===== src/rtl/rca_result_accumulator.sv =====
// Accumulates ripple-carry adder results into per-block sums of up to COUNT beats,
// presenting each sum with a beat count and sticky wrap flag through a valid/ready handshake.
module rca_result_accumulator #(
    parameter int WIDTH     = 16,
    parameter int COUNT     = 8,
    parameter int ACC_WIDTH = 20
) (
    input  logic                         i_clk,
    input  logic                         i_rst,
    input  logic                         i_flush,
    input  logic [WIDTH:0]               i_result,
    input  logic                         i_valid,
    input  logic                         i_last,
    output logic                         o_ready,
    output logic [ACC_WIDTH-1:0]         o_sum,
    output logic [$clog2(COUNT+1)-1:0]   o_count,
    output logic                         o_ovf,
    output logic                         o_valid,
    input  logic                         i_ready
);

    localparam int CW = $clog2(COUNT + 1);

    typedef enum logic [1:0] {
        IDLE  = 2'd0,
        ACCUM = 2'd1,
        HOLD  = 2'd2
    } state_t;

    state_t              r_state;
    logic [ACC_WIDTH-1:0] r_acc;
    logic [CW-1:0]        r_count;
    logic                 r_ovf;
    logic                 r_valid;
    logic                 r_ready;

    logic [ACC_WIDTH:0]   w_sum_ext;
    logic                 w_carry;
    logic [CW-1:0]        w_count_nxt;
    logic                 w_accept;
    logic                 w_done;

    // One extra bit catches the carry out of the accumulator for the sticky wrap flag.
    assign w_sum_ext   = {1'b0, r_acc} + {{(ACC_WIDTH - WIDTH){1'b0}}, i_result};
    assign w_carry     = w_sum_ext[ACC_WIDTH];
    assign w_count_nxt = r_count + CW'(1);
    assign w_accept    = i_valid && r_ready;
    assign w_done      = i_last || (w_count_nxt == CW'(COUNT));

    always_ff @(posedge i_clk) begin
        if (i_rst || i_flush) begin
            r_state <= IDLE;
            r_acc   <= '0;
            r_count <= '0;
            r_ovf   <= 1'b0;
            r_valid <= 1'b0;
            r_ready <= 1'b1;
        end else begin
            case (r_state)
                IDLE, ACCUM: begin
                    if (w_accept) begin
                        r_acc   <= w_sum_ext[ACC_WIDTH-1:0];
                        r_count <= w_count_nxt;
                        r_ovf   <= r_ovf | w_carry;
                        if (w_done) begin
                            r_state <= HOLD;
                            r_valid <= 1'b1;
                            r_ready <= 1'b0;
                        end else begin
                            r_state <= ACCUM;
                        end
                    end
                end
                HOLD: begin
                    if (i_ready) begin
                        r_state <= IDLE;
                        r_acc   <= '0;
                        r_count <= '0;
                        r_ovf   <= 1'b0;
                        r_valid <= 1'b0;
                        r_ready <= 1'b1;
                    end
                end
                default: begin
                    r_state <= IDLE;
                    r_acc   <= '0;
                    r_count <= '0;
                    r_ovf   <= 1'b0;
                    r_valid <= 1'b0;
                    r_ready <= 1'b1;
                end
            endcase
        end
    end

    assign o_ready = r_ready;
    assign o_valid = r_valid;
    assign o_sum   = r_valid ? r_acc   : '0;
    assign o_count = r_valid ? r_count : '0;
    assign o_ovf   = r_valid ? r_ovf   : 1'b0;

endmodule

===== config.mk =====
export PLATFORM = sky130hd
export DESIGN_NAME = rca_result_accumulator
export DESIGN_NICKNAME = d
export VERILOG_FILES = /design/src/rtl/rca_result_accumulator.sv
export SDC_FILE = /design/constraint.sdc
export NUM_CORES = 1
export LEC_CHECK = 0
export CORE_MARGIN = 4
export CORE_UTILIZATION = 54
export CTS_CLUSTER_DIAMETER = 40
export DETAILED_ROUTE_END_ITERATION = 8
export PLACE_DENSITY = 0.85
export RECOVER_POWER = 25
export SYNTH_ARGS = -nofsm -noshare
export SYNTH_HDL_FRONTEND = slang
export SYNTH_SLANG_ARGS = --single-unit

===== constraint.sdc =====
create_clock -name i_clk -period 3.5 [get_ports i_clk]
set_clock_uncertainty 0.05 [all_clocks]
set_input_delay 0.7 -clock i_clk [delete_from_list [all_inputs] [get_ports i_clk]]
set_output_delay 0.7 -clock i_clk [all_outputs]
set_load 0.01 [all_outputs]

[Yosys cells after proc, flatten, opt, wreduce, memory -nomap -nowiden]
Index checks and enable logic that the tools add are counted.
Storage, ports and cells
  input port bits: 23
  register bits: 29
  word-level logic and storage cells: 45
Operators by class
  bitwise gates (word level): 1
  equality and inequality tests: 6
  add/sub/neg operators: 2
  reductions and logical operators: 7
  mux-type cells: 23
Operators by type and width (count)
  $mux W20: 3
  $pmux W20 S2: 1
  $add A20 B17 Y21: 1
  $mux W4: 3
  $mux W1: 8
  $pmux W4 S2: 1
  $mux W2: 3
  $ne A2 B2 Y1 const B: 3
  $pmux W1 S2: 3
  $add A4 B1 Y4 const B: 1
  $eq A4 B4 Y1 const B: 1
  $pmux W2 S2: 1
  $reduce_and A3 Y1: 1
  $eq A2 B1 Y1 const B: 1
  $eq A2 B2 Y1 const B: 1
  $logic_not A2 Y1: 1
  $logic_or A1 B1 Y1: 2
  $reduce_and A2 Y1: 1
  $reduce_or A2 Y1: 1
  $logic_and A1 B1 Y1: 1
  $or A1 B1 Y1: 1

[Longest topological paths before layout]
  depth after elaboration: 6
  mapped depth: 9
  depth with buffers taken out: 9

[Worst setup path before layout]
Ideal clock, no wire load.
  path type: input to register
  from: input port i_result[0]
  to: register r_acc[14]
  arrival: 2.239 ns
  path slack: 1.124 ns
  setup time: 0.087 ns
  cell stages on the path: 9
  cell sequence: ha_1 -> inv_1 -> fa_1 -> nand2b_1 -> a21o_1 -> a21oi_1 -> o21ai_0 -> nor3b_1 -> o31ai_1
Between the ends
  longest elaborated chain between the ends: 3
RTL lines
  start, declared: line 11  | input logic [WIDTH:0] i_result,
  $add A20 B17 Y21: line 44  | assign w_sum_ext = {1'b0, r_acc} + {{(ACC_WIDTH - WIDTH){1'b0}}, i_result};
  $mux W20: line 61  | if (w_accept) begin
  $pmux W20 S2: line 59  | case (r_state)
  end signal, assigned: line 62  | r_acc <= w_sum_ext[ACC_WIDTH-1:0];
  end, declared: line 31  | logic [ACC_WIDTH-1:0] r_acc;
Every way passes these cells. The select of a mux whose other input is x is not followed.
A chain may end at the register's enable or synchronous reset.

[Worst setup path after layout]
Ends and elaborated chain as after synthesis.

==> flow_metrics.py <==
metrics = {
    "global_routing": {
        "grt_overflow_total": 0,
        "grt.total_usage_pct": 21.88,
        "grt_max_degree": 28,
        "antenna_found_initial": 0,
        "grt_pass1_wl_mm": 8.970,
        "grt_pass1_vias": 1990,
    },
    "synthesis": {
        "synth_fa_ha_area_share_pct": 11.44,
        "synth_cell_types": 50,
        "synthesis.area_mm2": 0.002143,
        "netlist_top_cells_count": "nor2_1, dfxtp_1, nand2_1",
        "synth.area.top_cells": "dfxtp_1, ha_1, and2_1",
        "synth_xor_area_share_pct": 4.904,
        "syn_nets": 319,
        "async_flop_share_pct": 0,
        "synth_top_area_share_pct": 27.09,
        "post-synth-top-count-cell": "nor2_1",
        "synth-compound-area-share_pct": 23.64,
        "ys_seq_area_share_pct": 27.09,
        "synth_top_cell_by_area": "dfxtp_1",
        "syn_inst": 277,
        "ys_ff_latch": 29,
        "synthSimpleGateAreaFrac_pct": 28.49,
        "ys_warn_count": 0,
        "synth_ff_type": "dfxtp_1",
        "synthMuxAreaShare_pct": 1.401,
        "synth_edf_count": 0,
        "synth_area_per_cell_um2": 7.738,
        "synth_top_family_by_area": "simple AND/OR/NAND/NOR gates",
    },
    "drt": {
        "via_per_inst": 5.559,
        "ant_nets": 0,
        "first_iter_violations": 101,
        "routed_wl_mm": 5.361,
        "vias": 2090,
        "routedWlPerCell_um": 14.26,
        "drc_errors": 0,
        "dr.pass1.iters": 4,
    },
    "clock_network": {
        "cts_hold_buffers": 0,
        "post_cts_buffers": 0,
        "max-clock-path-buffers": 2,
        "numCtsBuffers": 5,
        "ctsResizeCount": 0,
        "h-tree-depth": 2,
        "cts_sinks": 29,
        "path_clk_slew_ns": 0.07,
        "tritoncts": "built",
        "cts-root-buf": "clkbuf_8",
        "insertion_delay_ns": 0.28,
    },
    "final_layout": {
        "drive_gt1_share_pct": 5.793,
        "n_fill_cell": 329,
        "syn2layout_area_growth_pct": 28.43,
        "diodes": 0,
        "nNetsFinal": 369,
    },
    "floorplan": {
        "die_x_um": 71,
        "core_area_mm2": 0.003744,
        "die-area_mm2": 0.005041,
        "num_rows": 22,
        "pin_count": 50,
        "die-height_um": 71,
        "initial_utilization_pct": 57.25,
    },
    "setup_path": {
        "start_kind": "primary input",
        "arrival_ns": 3.00,
        "critical_path.endpoint_type": "flip-flop",
        "crit_type": "in2reg",
        "path_max_fanout": 4,
        "required_ns": 3.65,
    },
    "power_and_ir_drop": {
        "peakVddDrop_mv": 0.2162,
        "power.total_mw": 0.8263,
        "leakage_nw": 1.108,
        "power_density_mw_per_mm2": 300.2,
    },
    "placed_design": {
        "dpl.hpwl_mm": 4.053,
        "port_buffers": 49,
        "gp_congestion": 0.8405,
    },
    "run_status": {
        "status": "finished clean",
    },
    "sta": {
        "period_share_pct": 81.19,
        "setup_tns_ns": 0,
        "rsz0062_at_grt": "false",
        "hold_viol_final": 0,
        "slew_violations": 0,
        "tightest_slew_ns": 0.7849,
        "setup_viol": 0,
        "maxClockFrequency_mhz": 351.9,
        "slew_headroom_pct": 47.48,
        "min_period_ns": 2.842,
    },
    "min_path": {
        "hold_path.class": "reg2reg",
    },
    "flow_run": {
        "cap_violations": 0,
    },
}
per-layer routing:
layer | GRT usage [%] | wire, um | up-vias
li1 | - | - | 1077
met1 | 28.08 | 2518 | 947
met2 | 36.35 | 2533 | 57
met3 | 5.540 | 241 | 9
met4 | 6.054 | 68 | 0
met5 | 0 | 0 | -
through the flow:
step	cell area, um2	setup slack (ns)	util [%]	hold slack, ns	cells
2_1_floorplan	2143	1.124	-	0.3932	277
3_3_place_gp	2674	0.5537	71.42	0.3996	368
3_5_place_dp	2674	0.4752	71.42	0.4156	368
4_1_cts	2760	0.7587	73.73	0.4252	376
5_1_grt	2753	0.4534	73.53	0.4661	376
6_report	2753	0.6583	73.53	0.4198	376
layout make-up:
cell class | instances | area [um2] | area share [%]
clock inverters | 3 | 17.52 | 0.6364
well taps | 48 | 60.06 | 2.182
flip-flops and latches | 29 | 580.6 | 21.09
multi-input cells | 233 | 1498 | 54.41
repair buffers | 52 | 505.5 | 18.36
inverters | 6 | 22.52 | 0.8182
clock buffers | 5 | 68.82 | 2.500
report_power, final:
group          total [mW]  leakage, nW  internal, mW  switching [mW]
Clock               0.275       0.0439         0.137           0.138
Combinational       0.197        0.829        0.0904           0.106
Sequential          0.355        0.236         0.342          0.0125
logic make-up (layout without fill, tap and decap cells):
family,Yosys count,after routing
AO/OA/AOI/OAI,78,78
XOR/XNOR,12,12
adder cells (fa/ha/maj),19,19
buffers and inverters,15,66
flip-flops,29,29
multiplexers,3,3
AND/OR/NAND/NOR,121,121
state kept, by name, indices dropped and copies added (netlist names):
name / count
r_acc: 20
r_count: 4
r_state: 2
o_ready: 1
o_valid: 1
r_ovf: 1
layout by cell type (no fill, tap or decap), drive strengths merged, types with 5 or more instances in the layout:
| master | count |
|---|---|
| nand2 | 28 |
| a21o | 7 |
| dlygate4sd3 | 5 |
| a21oi | 24 |
| clkdlybuf4s50 | 44 |
| a22oi | 7 |
| xor2 | 8 |
| and2 | 27 |
| dfxtp | 29 |
| ha | 18 |
| inv | 6 |
| clkbuf | 7 |
| nand2b | 6 |
| nor2 | 35 |
| nand3 | 5 |
| o21ai | 20 |
worst max-delay path, stage by stage:
cell           delay (ns)
dlygate4sd3_1        0.53
ha_1                 0.17
inv_1                0.05
fa_1                 0.37
nand2b_1             0.20
a21o_1               0.20
a21oi_1              0.16
o21ai_0              0.19
nor3b_1              0.20
o31ai_1              0.22
final timing paths:
kind | slack, ns | startpoint | cells after the start | endpoint
worst min-delay path | 0.42 | o_ready | 2 | o_ready
worst max-delay path | 0.66 | i_result[0] | 10 | r_acc[14]
worst max register to register | 1.23 | r_acc[0] | 9 | r_acc[14]
worst min register to register | 0.42 | o_ready | 2 | o_ready
No activity file was read; power rests on OpenSTA's default activity.
